### config.mk
export PLATFORM = sky130hd
export DESIGN_NAME = rv32i_id_pipe
export DESIGN_NICKNAME = d
export VERILOG_FILES = /design/src/rtl/rv32i_id_pipe.sv
export SDC_FILE = /design/constraint.sdc
export NUM_CORES = 1
export LEC_CHECK = 0
export BUFFER_PORTS_ARGS = -buffer_cell sky130_fd_sc_hd__buf_2
export CAP_MARGIN = 25
export CORE_AREA = 4 4 166 168
export CTS_BUF_LIST = sky130_fd_sc_hd__clkbuf_4
export DETAILED_ROUTE_END_ITERATION = 16
export DIE_AREA = 0 0 170 172
export HOLD_SLACK_MARGIN = 0.03
export PLACE_DENSITY = 0.73
export RECOVER_POWER = 50
export SYNTH_ARGS = -nofsm -noshare
export SYNTH_HDL_FRONTEND = slang
export SYNTH_SLANG_ARGS = --single-unit
### constraint.sdc
create_clock -name clk -period 10.2 [get_ports clk]
set_clock_uncertainty 0.2 [all_clocks]
set_input_delay 2.55 -clock clk [delete_from_list [all_inputs] [get_ports clk]]
set_output_delay 2.55 -clock clk [all_outputs]
set_load 0.005 [all_outputs]
### src/rtl/rv32i_id_pipe.sv
// RV32I decode/operand stage between IF and EX.
// Resolves rs1/rs2 through a priority forwarding network, detects load-use
// hazards (one bubble), resolves branches and jumps, squashes a configurable
// number of wrong-path instructions after a redirect, and parks in a sticky
// HALT state on EBREAK/ECALL until reset.
module rv32i_id_pipe #(
    parameter int          XLEN         = 32,
    parameter int          NUM_FWD      = 3,
    parameter int          FLUSH_CYCLES = 1,
    parameter logic [31:0] NOP_IW       = 32'h00000013
) (
    input  logic                    clk,
    input  logic                    reset,
    input  logic [31:0]             iw_in,
    input  logic [31:0]             pc_in,
    input  logic                    valid_in,
    input  logic [XLEN-1:0]         rs1_data_in,
    input  logic [XLEN-1:0]         rs2_data_in,
    input  logic [NUM_FWD-1:0]      df_enable,
    input  logic [5*NUM_FWD-1:0]    df_reg,
    input  logic [XLEN*NUM_FWD-1:0] df_data,
    input  logic                    ex_is_load,
    output logic [4:0]              rs1_reg,
    output logic [4:0]              rs2_reg,
    output logic                    stall_out,
    output logic                    jump_enable,
    output logic [31:0]             jump_addr,
    output logic [31:0]             iw_out,
    output logic [31:0]             pc_out,
    output logic [XLEN-1:0]         rs1_data_out,
    output logic [XLEN-1:0]         rs2_data_out,
    output logic [4:0]              wb_reg,
    output logic                    wb_en_out,
    output logic                    valid_out,
    output logic                    halted
);

    localparam logic [1:0] ST_RUN   = 2'd0;
    localparam logic [1:0] ST_FLUSH = 2'd1;
    localparam logic [1:0] ST_HALT  = 2'd2;

    localparam logic [6:0] OP_LUI    = 7'b0110111;
    localparam logic [6:0] OP_AUIPC  = 7'b0010111;
    localparam logic [6:0] OP_JAL    = 7'b1101111;
    localparam logic [6:0] OP_JALR   = 7'b1100111;
    localparam logic [6:0] OP_BRANCH = 7'b1100011;
    localparam logic [6:0] OP_STORE  = 7'b0100011;
    localparam logic [6:0] OP_OP     = 7'b0110011;
    localparam logic [6:0] OP_FENCE  = 7'b0001111;
    localparam logic [6:0] OP_SYSTEM = 7'b1110011;

    localparam logic [31:0] IW_EBREAK = 32'h00100073;
    localparam logic [31:0] IW_ECALL  = 32'h00000073;

    localparam logic [2:0] FLUSH_INIT = 3'(FLUSH_CYCLES);

    // Branch comparison; signed and unsigned views of the same operands.
    function automatic logic branch_cond(input logic [2:0]             f3,
                                         input logic signed [XLEN-1:0] a,
                                         input logic signed [XLEN-1:0] b);
        logic r;
        case (f3)
            3'b000:  r = (a == b);
            3'b001:  r = (a != b);
            3'b100:  r = (a < b);
            3'b101:  r = (a >= b);
            3'b110:  r = ($unsigned(a) < $unsigned(b));
            3'b111:  r = ($unsigned(a) >= $unsigned(b));
            default: r = 1'b0;
        endcase
        return r;
    endfunction

    logic [1:0]             state;
    logic [2:0]             flush_cnt;

    logic [6:0]             opcode;
    logic [2:0]             funct3;
    logic [4:0]             rd;
    logic signed [XLEN-1:0] rs1_int;
    logic signed [XLEN-1:0] rs2_int;
    logic [31:0]            imm_i;
    logic [31:0]            imm_b;
    logic [31:0]            imm_j;
    logic                   uses_rs1;
    logic                   uses_rs2;
    logic                   hazard;
    logic                   halt_iw;
    logic                   issue;
    logic                   halt_req;
    logic                   taken;
    logic [31:0]            target;
    logic                   dec_wb_en;

    logic [31:0]            iw_p1;
    logic [31:0]            pc_p1;
    logic [XLEN-1:0]        rs1_p1;
    logic [XLEN-1:0]        rs2_p1;
    logic [4:0]             wb_reg_p1;
    logic                   wb_en_p1;
    logic                   vld_p1;
    logic                   halted_p1;

    assign opcode  = iw_in[6:0];
    assign funct3  = iw_in[14:12];
    assign rd      = iw_in[11:7];
    assign rs1_reg = iw_in[19:15];
    assign rs2_reg = iw_in[24:20];

    assign imm_i = {{20{iw_in[31]}}, iw_in[31:20]};
    assign imm_b = {{19{iw_in[31]}}, iw_in[31], iw_in[7], iw_in[30:25], iw_in[11:8], 1'b0};
    assign imm_j = {{11{iw_in[31]}}, iw_in[31], iw_in[19:12], iw_in[20], iw_in[30:21], 1'b0};

    // Operand forwarding: walk from oldest to youngest so the lowest index wins.
    always_comb begin
        rs1_int = rs1_data_in;
        rs2_int = rs2_data_in;
        for (int i = NUM_FWD - 1; i >= 0; i--) begin
            if (df_enable[i] && (df_reg[5*i +: 5] == rs1_reg) && (rs1_reg != 5'd0))
                rs1_int = df_data[XLEN*i +: XLEN];
            if (df_enable[i] && (df_reg[5*i +: 5] == rs2_reg) && (rs2_reg != 5'd0))
                rs2_int = df_data[XLEN*i +: XLEN];
        end
    end

    assign uses_rs1 = !((opcode == OP_LUI) || (opcode == OP_AUIPC) || (opcode == OP_JAL));
    assign uses_rs2 = (opcode == OP_BRANCH) || (opcode == OP_STORE) || (opcode == OP_OP);

    // A load in EX cannot forward yet; hold the consumer for one cycle.
    assign hazard = (state == ST_RUN) && valid_in && ex_is_load && df_enable[0] &&
                    (df_reg[4:0] != 5'd0) &&
                    ((uses_rs1 && (df_reg[4:0] == rs1_reg)) ||
                     (uses_rs2 && (df_reg[4:0] == rs2_reg)));

    assign halt_iw  = (iw_in == IW_EBREAK) || (iw_in == IW_ECALL);
    assign issue    = (state == ST_RUN) && valid_in && !hazard && !halt_iw;
    assign halt_req = (state == ST_RUN) && valid_in && !hazard && halt_iw;

    // Jump/branch resolution; all address arithmetic wraps at 32 bits.
    always_comb begin
        taken  = 1'b0;
        target = pc_in;
        case (opcode)
            OP_JAL: begin
                taken  = 1'b1;
                target = pc_in + imm_j;
            end
            OP_JALR: begin
                taken  = 1'b1;
                target = (rs1_int[31:0] + imm_i) & ~32'd1;
            end
            OP_BRANCH: begin
                taken  = branch_cond(funct3, rs1_int, rs2_int);
                target = pc_in + imm_b;
            end
            default: begin
                taken  = 1'b0;
                target = pc_in;
            end
        endcase
    end

    assign jump_enable = issue && taken;
    assign jump_addr   = jump_enable ? target : pc_in;
    assign stall_out   = hazard || (state == ST_HALT);

    assign dec_wb_en = !((opcode == OP_BRANCH) || (opcode == OP_STORE) ||
                         (opcode == OP_FENCE)  || (opcode == OP_SYSTEM)) && (rd != 5'd0);

    // ID/EX register and stage control (RUN/FLUSH/HALT, squash counter).
    always_ff @(posedge clk) begin
        if (reset) begin
            iw_p1     <= NOP_IW;
            pc_p1     <= 32'd0;
            rs1_p1    <= '0;
            rs2_p1    <= '0;
            wb_reg_p1 <= 5'd0;
            wb_en_p1  <= 1'b0;
            vld_p1    <= 1'b0;
            halted_p1 <= 1'b0;
            state     <= ST_RUN;
            flush_cnt <= 3'd0;
        end else begin
            // ---- ID -> EX boundary ----
            pc_p1     <= pc_in;
            rs1_p1    <= rs1_int;
            rs2_p1    <= rs2_int;
            wb_reg_p1 <= rd;
            iw_p1     <= issue ? iw_in : NOP_IW;
            wb_en_p1  <= issue && dec_wb_en;
            vld_p1    <= issue;
            case (state)
                ST_RUN: begin
                    if (halt_req) begin
                        state     <= ST_HALT;
                        halted_p1 <= 1'b1;
                    end else if (jump_enable) begin
                        state     <= ST_FLUSH;
                        flush_cnt <= FLUSH_INIT;
                    end
                end
                ST_FLUSH: begin
                    flush_cnt <= flush_cnt - 3'd1;
                    if (flush_cnt <= 3'd1)
                        state <= ST_RUN;
                end
                ST_HALT: begin
                    halted_p1 <= 1'b1;
                end
                default: begin
                    state <= ST_RUN;
                end
            endcase
        end
    end

    assign iw_out       = iw_p1;
    assign pc_out       = pc_p1;
    assign rs1_data_out = rs1_p1;
    assign rs2_data_out = rs2_p1;
    assign wb_reg       = wb_reg_p1;
    assign wb_en_out    = wb_en_p1;
    assign valid_out    = vld_p1;
    assign halted       = halted_p1;

endmodule

==> impl_metrics.py, run 1 <==
metrics = {
    "finish": {
        "utilization_pct": 59.0,
        "drive_gt1_share_pct": 32.3,
        "nFillCells": 2435,
        "areaGrowthSynthToFinish_pct": 39.2,
        "fin_nets": 2281,
    },
    "sta": {
        "fin_crit_ps": 10110,
        "slew_violations": 117,
        "setup_violations": 0,
        "slew_headroom_pct": -84.2,
        "final_hold_viol_count": 0,
        "grt_setup_unrepaired": "true",
        "fin_crit_sh_pct": 99.1,
        "tightestPinTransition_ps": 2760,
        "setup_tns_ps": 0,
        "fmax_mhz": 98.9,
        "setup_slack_ps": 91.0,
    },
    "setup_path": {
        "cp-start-kind": "primary input",
        "worstPathMaxFanout": 18,
        "crit_path_end_kind": "output port",
        "cp.required_ps": 7450,
        "critical_path_arrival_ps": 7360,
        "critPathMostFrequentCell": "buf_4",
        "max_stage_delay_ps": 560,
        "cp_slowest_cell": "or4_4",
        "crit_family": "compound AO/OA/AOI/OAI gates",
        "cp.buffers_inverters": 8,
        "path_class": "in2out",
    },
    "global_routing": {
        "grt_max_degree": 60,
        "grt_overflow": 0,
        "grt_usage_pct": 27.3,
        "antenna_found_initial": 2,
        "grt_pass1_vias": 11587,
        "grt_pass1_wl_um": 63000,
    },
    "logic_synthesis": {
        "syn_inst": 1426,
        "syn_area_per_cell_um2": 7.70,
        "synth.distinct_cells": 73,
        "netlist_area_mm2": 0.0110,
        "ys_top_cells_by_count": "nor2_1, a21oi_1, dfxtp_1, ha_1, nand2_1",
        "yosysMostFrequentCell": "nor2_1",
        "netlist.area_leader.share_pct": 25.7,
        "synth-seq-cells": 141,
        "synth_fp_nets": 1768,
        "synth_flop_cell": "dfxtp_1",
        "synth_edf_count": 0,
        "async_reset_ff_share_pct": 0,
        "yosysTopAreaCell": "dfxtp_1",
        "ys_warn_count": 0,
        "yosys-top-cells-area": "dfxtp_1, ha_1, a21oi_1",
        "yosysSeqAreaShare_pct": 25.7,
    },
    "die": {
        "ios": 426,
        "core-area_mm2": 0.0259,
        "die_y_um": 172,
        "initial_core_util_pct": 42.4,
        "std_cell_rows": 59,
        "dieArea_mm2": 0.0292,
        "die_x_um": 170,
    },
    "place": {
        "io_buffers": 425,
        "post-place-ws_ps": -95.2,
        "place_hpwl_um": 35600,
        "place_congestion": 0.994,
    },
    "hold_path": {
        "min_path_type": "reg2reg",
    },
    "run": {
        "cap_violations": 2,
    },
    "power": {
        "max-vdd-ir-drop_mv": 0.0736,
        "power_density_mw_per_mm2": 106,
        "cellLeakagePower_nw": 7.17,
    },
    "route": {
        "wirelength_um": 46000,
        "antenna_left": 0,
        "viasPerCell": 5.61,
        "drc": 0,
        "num_vias": 12840,
        "initialDrtViolationCount": 1117,
        "drt_pass1_iterations": 6,
        "wl_per_cell_um": 20.1,
    },
    "status": {
        "violations": "capacitance limit, slew limit",
        "outcome": "complete, but fails checks",
    },
    "clock_network": {
        "clk_path_buf_depth": 2,
        "cts-htree-levels": 4,
        "cts_root_buffer": "clkbuf_4",
        "clock-sinks": 141,
        "cts_made_buffers": 17,
        "cts.clk_slew.worst_paths_ps": 170,
        "cts_tree": "done",
        "insertion_delay_ps": 570,
    },
}
==> metal layers <==
metal | vias up | wire, µm | global-route usage [%]
met5 | - | 13 | 0
met4 | 2 | 1440 | 9.41
met3 | 107 | 3690 | 5.03
met2 | 591 | 22600 | 47.4
met1 | 6045 | 18300 | 34.3
li1 | 6095 | - | -
==> layout make-up <==
class                           count  area (µm²)  share of cell area (%)
Clock buffer                       17         128                   0.835
Timing Repair Buffer              584        3570                    23.3
Inverter                           19        71.3                   0.467
Clock inverter                     15         193                    1.26
Tap cell                          335         419                    2.74
Multi-Input combinational cell   1176        8080                    52.9
Antenna cell                        2        5.00                  0.0327
Sequential cell                   141        2820                    18.5
==> cell families after synthesis <==
group	share of synthesized area (%)
adder cells (fa/ha/maj)	11.1
AND/OR/NAND/NOR	22.8
AO/OA/AOI/OAI	22.8
flip-flops	25.7
XOR/XNOR	6.38
buffers and inverters	4.30
multiplexers	6.93
==> cells in the final DEF (no fill, tap or decap), drive strengths merged, types with 33 or more instances in the layout <==
cell type  synthesis  final
nand2             91     91
xnor2             49     49
nor2b             79     79
mux2i             67     67
ha                94     94
a21oi            185    185
dfxtp            141    141
a21o              34     34
nor2             200    200
clkbuf            64    102
buf               27    499
and2              33     33
o21ai             68     68
==> worst min-delay path, cell delays in order, from the launching register on <==
cell and delay [ps]:
dfxtp_1 360, nor2_1 50, nor2_1 70
==> power by group <==
group	switching (mW)	internal (mW)	leakage, nW
Sequential	0.00950	0.582	1.17
Combinational	0.342	0.281	5.83
Clock	0.271	0.139	0.170
==> stage by stage <==
stage	total power [mW]	instances	hold slack, ps	area, µm²
3_5_place_dp	1.19	2214	259	14200
6_report	1.62	2289	292	15300
3_3_place_gp	1.18	2213	249	14200
2_1_floorplan	0.939	1426	259	11000
4_1_cts	1.60	2247	298	14500
5_1_grt	1.71	2288	329	15300
==> final timing paths <==
check / slack [ps] / depth (start not counted) / endpoint / startpoint
max: 90 / 25 / jump_addr[31] / iw_in[18]
min: 290 / 2 / halted / halted
max reg2reg: 7460 / 9 / flush_cnt[1] / state[1]
min reg2reg: 290 / 2 / halted / halted
==> repair_timing <==
action	CTS	global route
cloned	0	9
endpoints found under the setup margin	25	32
pin swaps	2	23
setup buffers	1	31
gates resized for setup	5	102
hold buffers	0	0
Power figures use the tool's default switching activity.
==> inputs of run 2 (changes only) <==
Settings changed: PLACE_DENSITY 0.73 to 0.69.
==> impl_metrics.py, run 2 (synthesis gave the netlist of run 1 again) <==
metrics = {
    "power": {
        "p_int_mw": 1.02,
        "clkPwrFrac_pct": 25.4,
        "cellLeakagePower_nw": 7.11,
        "switchingPower_mw": 0.603,
        "power_frac_seq_pct": 36.5,
        "share_comb_of_total_power_pct": 38.2,
        "power_density_mw_per_mm2": 107,
        "p_total_mw": 1.62,
        "switching_share_pct": 37.2,
        "max-vdd-ir-drop_mv": 0.0684,
    },
    "clock_network": {
        "clk_path_buf_depth": 2,
        "cts.clk_slew.worst_paths_ps": 170,
        "clock-sinks": 141,
        "cts_tree": "done",
        "insertion_delay_ps": 560,
        "cts_root_buffer": "clkbuf_4",
        "cts-htree-levels": 4,
        "cts_made_buffers": 17,
    },
    "status": {
        "violations": "capacitance limit, slew limit",
        "outcome": "complete, but fails checks",
    },
    "sta": {
        "fin_crit_sh_pct": 98.8,
        "fmax_mhz": 99.3,
        "tightestPinTransition_ps": 2790,
        "setup_violations": 0,
        "setup_slack_ps": 126,
        "fin_crit_ps": 10070,
        "final_hold_viol_count": 0,
        "slew_headroom_pct": -85.7,
        "slew_violations": 117,
        "whs_ps": 297,
    },
    "place": {
        "post-place-ws_ps": -354,
        "io_buffers": 425,
        "place_hpwl_um": 35300,
        "place_congestion": 0.979,
        "placedCellCount": 2226,
    },
    "hold_path": {
        "min_from": "halted",
        "min_path_type": "reg2reg",
    },
    "die": {
        "core-area_mm2": 0.0259,
        "initial_core_util_pct": 42.4,
        "dieArea_mm2": 0.0292,
        "std_cell_rows": 59,
        "die_x_um": 170,
        "ios": 426,
        "die_y_um": 172,
    },
    "global_routing": {
        "busiest_layer": "met2",
        "grt_pass1_wl_um": 62700,
        "grt_overflow": 0,
        "grt_max_degree": 63,
        "grt_usage_pct": 27.2,
        "gr-usage-met2_pct": 47.8,
        "antenna_found_initial": 2,
        "gr-usage-met3_pct": 4.21,
        "use_met1_pct": 34.8,
        "grt_pass1_vias": 11245,
    },
    "route": {
        "viasPerCell": 5.56,
        "initialDrtViolationCount": 1034,
        "num_vias": 12728,
        "wl_per_cell_um": 20.0,
        "antenna_left": 0,
        "drt_pass1_iterations": 5,
        "wirelength_um": 45800,
        "drc": 0,
    },
    "setup_path": {
        "path_class": "in2out",
        "cp.buffers_inverters": 8,
        "crit_family": "compound AO/OA/AOI/OAI gates",
        "critical_path_arrival_ps": 7320,
        "crit_start": "iw_in[21]",
        "crit_path_end_kind": "output port",
        "cp_slowest_cell": "a311oi_4",
        "cp.required_ps": 7450,
        "cp-start-kind": "primary input",
        "max_stage_delay_ps": 420,
        "worstPathMaxFanout": 8,
        "r2r-start": "state[1]",
        "critPathMostFrequentCell": "buf_6",
    },
    "finish": {
        "areaGrowthSynthToFinish_pct": 37.8,
        "mostFrequentLayoutCells": "buf_2, nor2_1, a21oi_1",
        "regArea_mm2": 0.00282,
        "multi_input_comb_area_mm2": 0.00795,
        "nFillCells": 2474,
        "final_common_cell": "buf_2",
        "fin_nets": 2280,
        "fin_cells": 2289,
        "drive_gt1_share_pct": 31.1,
    },
    "run": {
        "cap_violations": 2,
    },
}
## run 2: changes by cell type in the layout (fill, tap and decap cells not counted), moves of 3 or more
cell        previous run  this run
a21oi_1              153       166
clkinv_8               4         1
o221ai_2               5         1
clkinvlp_4             0         3
a21oi_2               30        18
buf_2                345       342
buf_6                 14        11
o221ai_1               0         5
clkbuf_1              78        81
## run 2: path summary, 6_finish.rpt
| kind | depth (start not counted) | slack (ps) | to |
|---|---|---|---|
| hold reg to reg | 2 | 300 | halted |
| hold / removal | 2 | 300 | halted |
| setup / recovery | 26 | 130 | jump_addr[15] |
| setup reg to reg | 10 | 7410 | flush_cnt[1] |
## run 2: final cells by class
cell class | count | share of cell area, %
Multi-Input combinational cell | 1176 | 52.6
Timing Repair Buffer | 583 | 23.4
Sequential cell | 141 | 18.7
Tap cell | 335 | 2.77
Clock inverter | 15 | 1.21
Clock buffer | 17 | 0.844
Inverter | 19 | 0.472
Antenna cell | 3 | 0.0496
## run 2: what timing repair did
action | in CTS | in global routing
resized for setup | 7 | 73
hold buffers | 0 | 0
gates cloned | 0 | 9
endpoints found under the setup margin | 32 | 31
setup buffers | 3 | 16
pin swaps | 2 | 18
## run 2: tightest hold or removal path, cell delays in order (launching register included)
cell	delay [ps]
dfxtp_1	340
nor2_1	90
nor2_1	40
## run 2: power groups by stage
| stage | Sequential, mW | Clock (mW) | Combinational [mW] |
|---|---|---|---|
| after CTS | 0.591 | 0.421 | 0.598 |
| after global placement | 0.602 | 0 | 0.584 |
| after global routing | 0.594 | 0.442 | 0.674 |
| final | 0.592 | 0.411 | 0.619 |
| after detailed placement | 0.602 | 0 | 0.591 |
| after floorplan | 0.606 | 0 | 0.333 |
## run 2: metrics by stage
step	util, %	cell area (µm²)	TNS, ps
6_report	58.4	15100	0
5_1_grt	58.4	15100	-620
4_1_cts	56.5	14600	0
3_5_place_dp	55.0	14300	-7830
3_3_place_gp	55.0	14200	-5070
2_1_floorplan	-	11000	0
## run 2: per-layer routing
metal | vias to the layer above | wire length (µm)
li1 | 6082 | -
met1 | 6027 | 19000
met2 | 553 | 22400
met3 | 66 | 3470
met4 | 0 | 939
met5 | - | 0
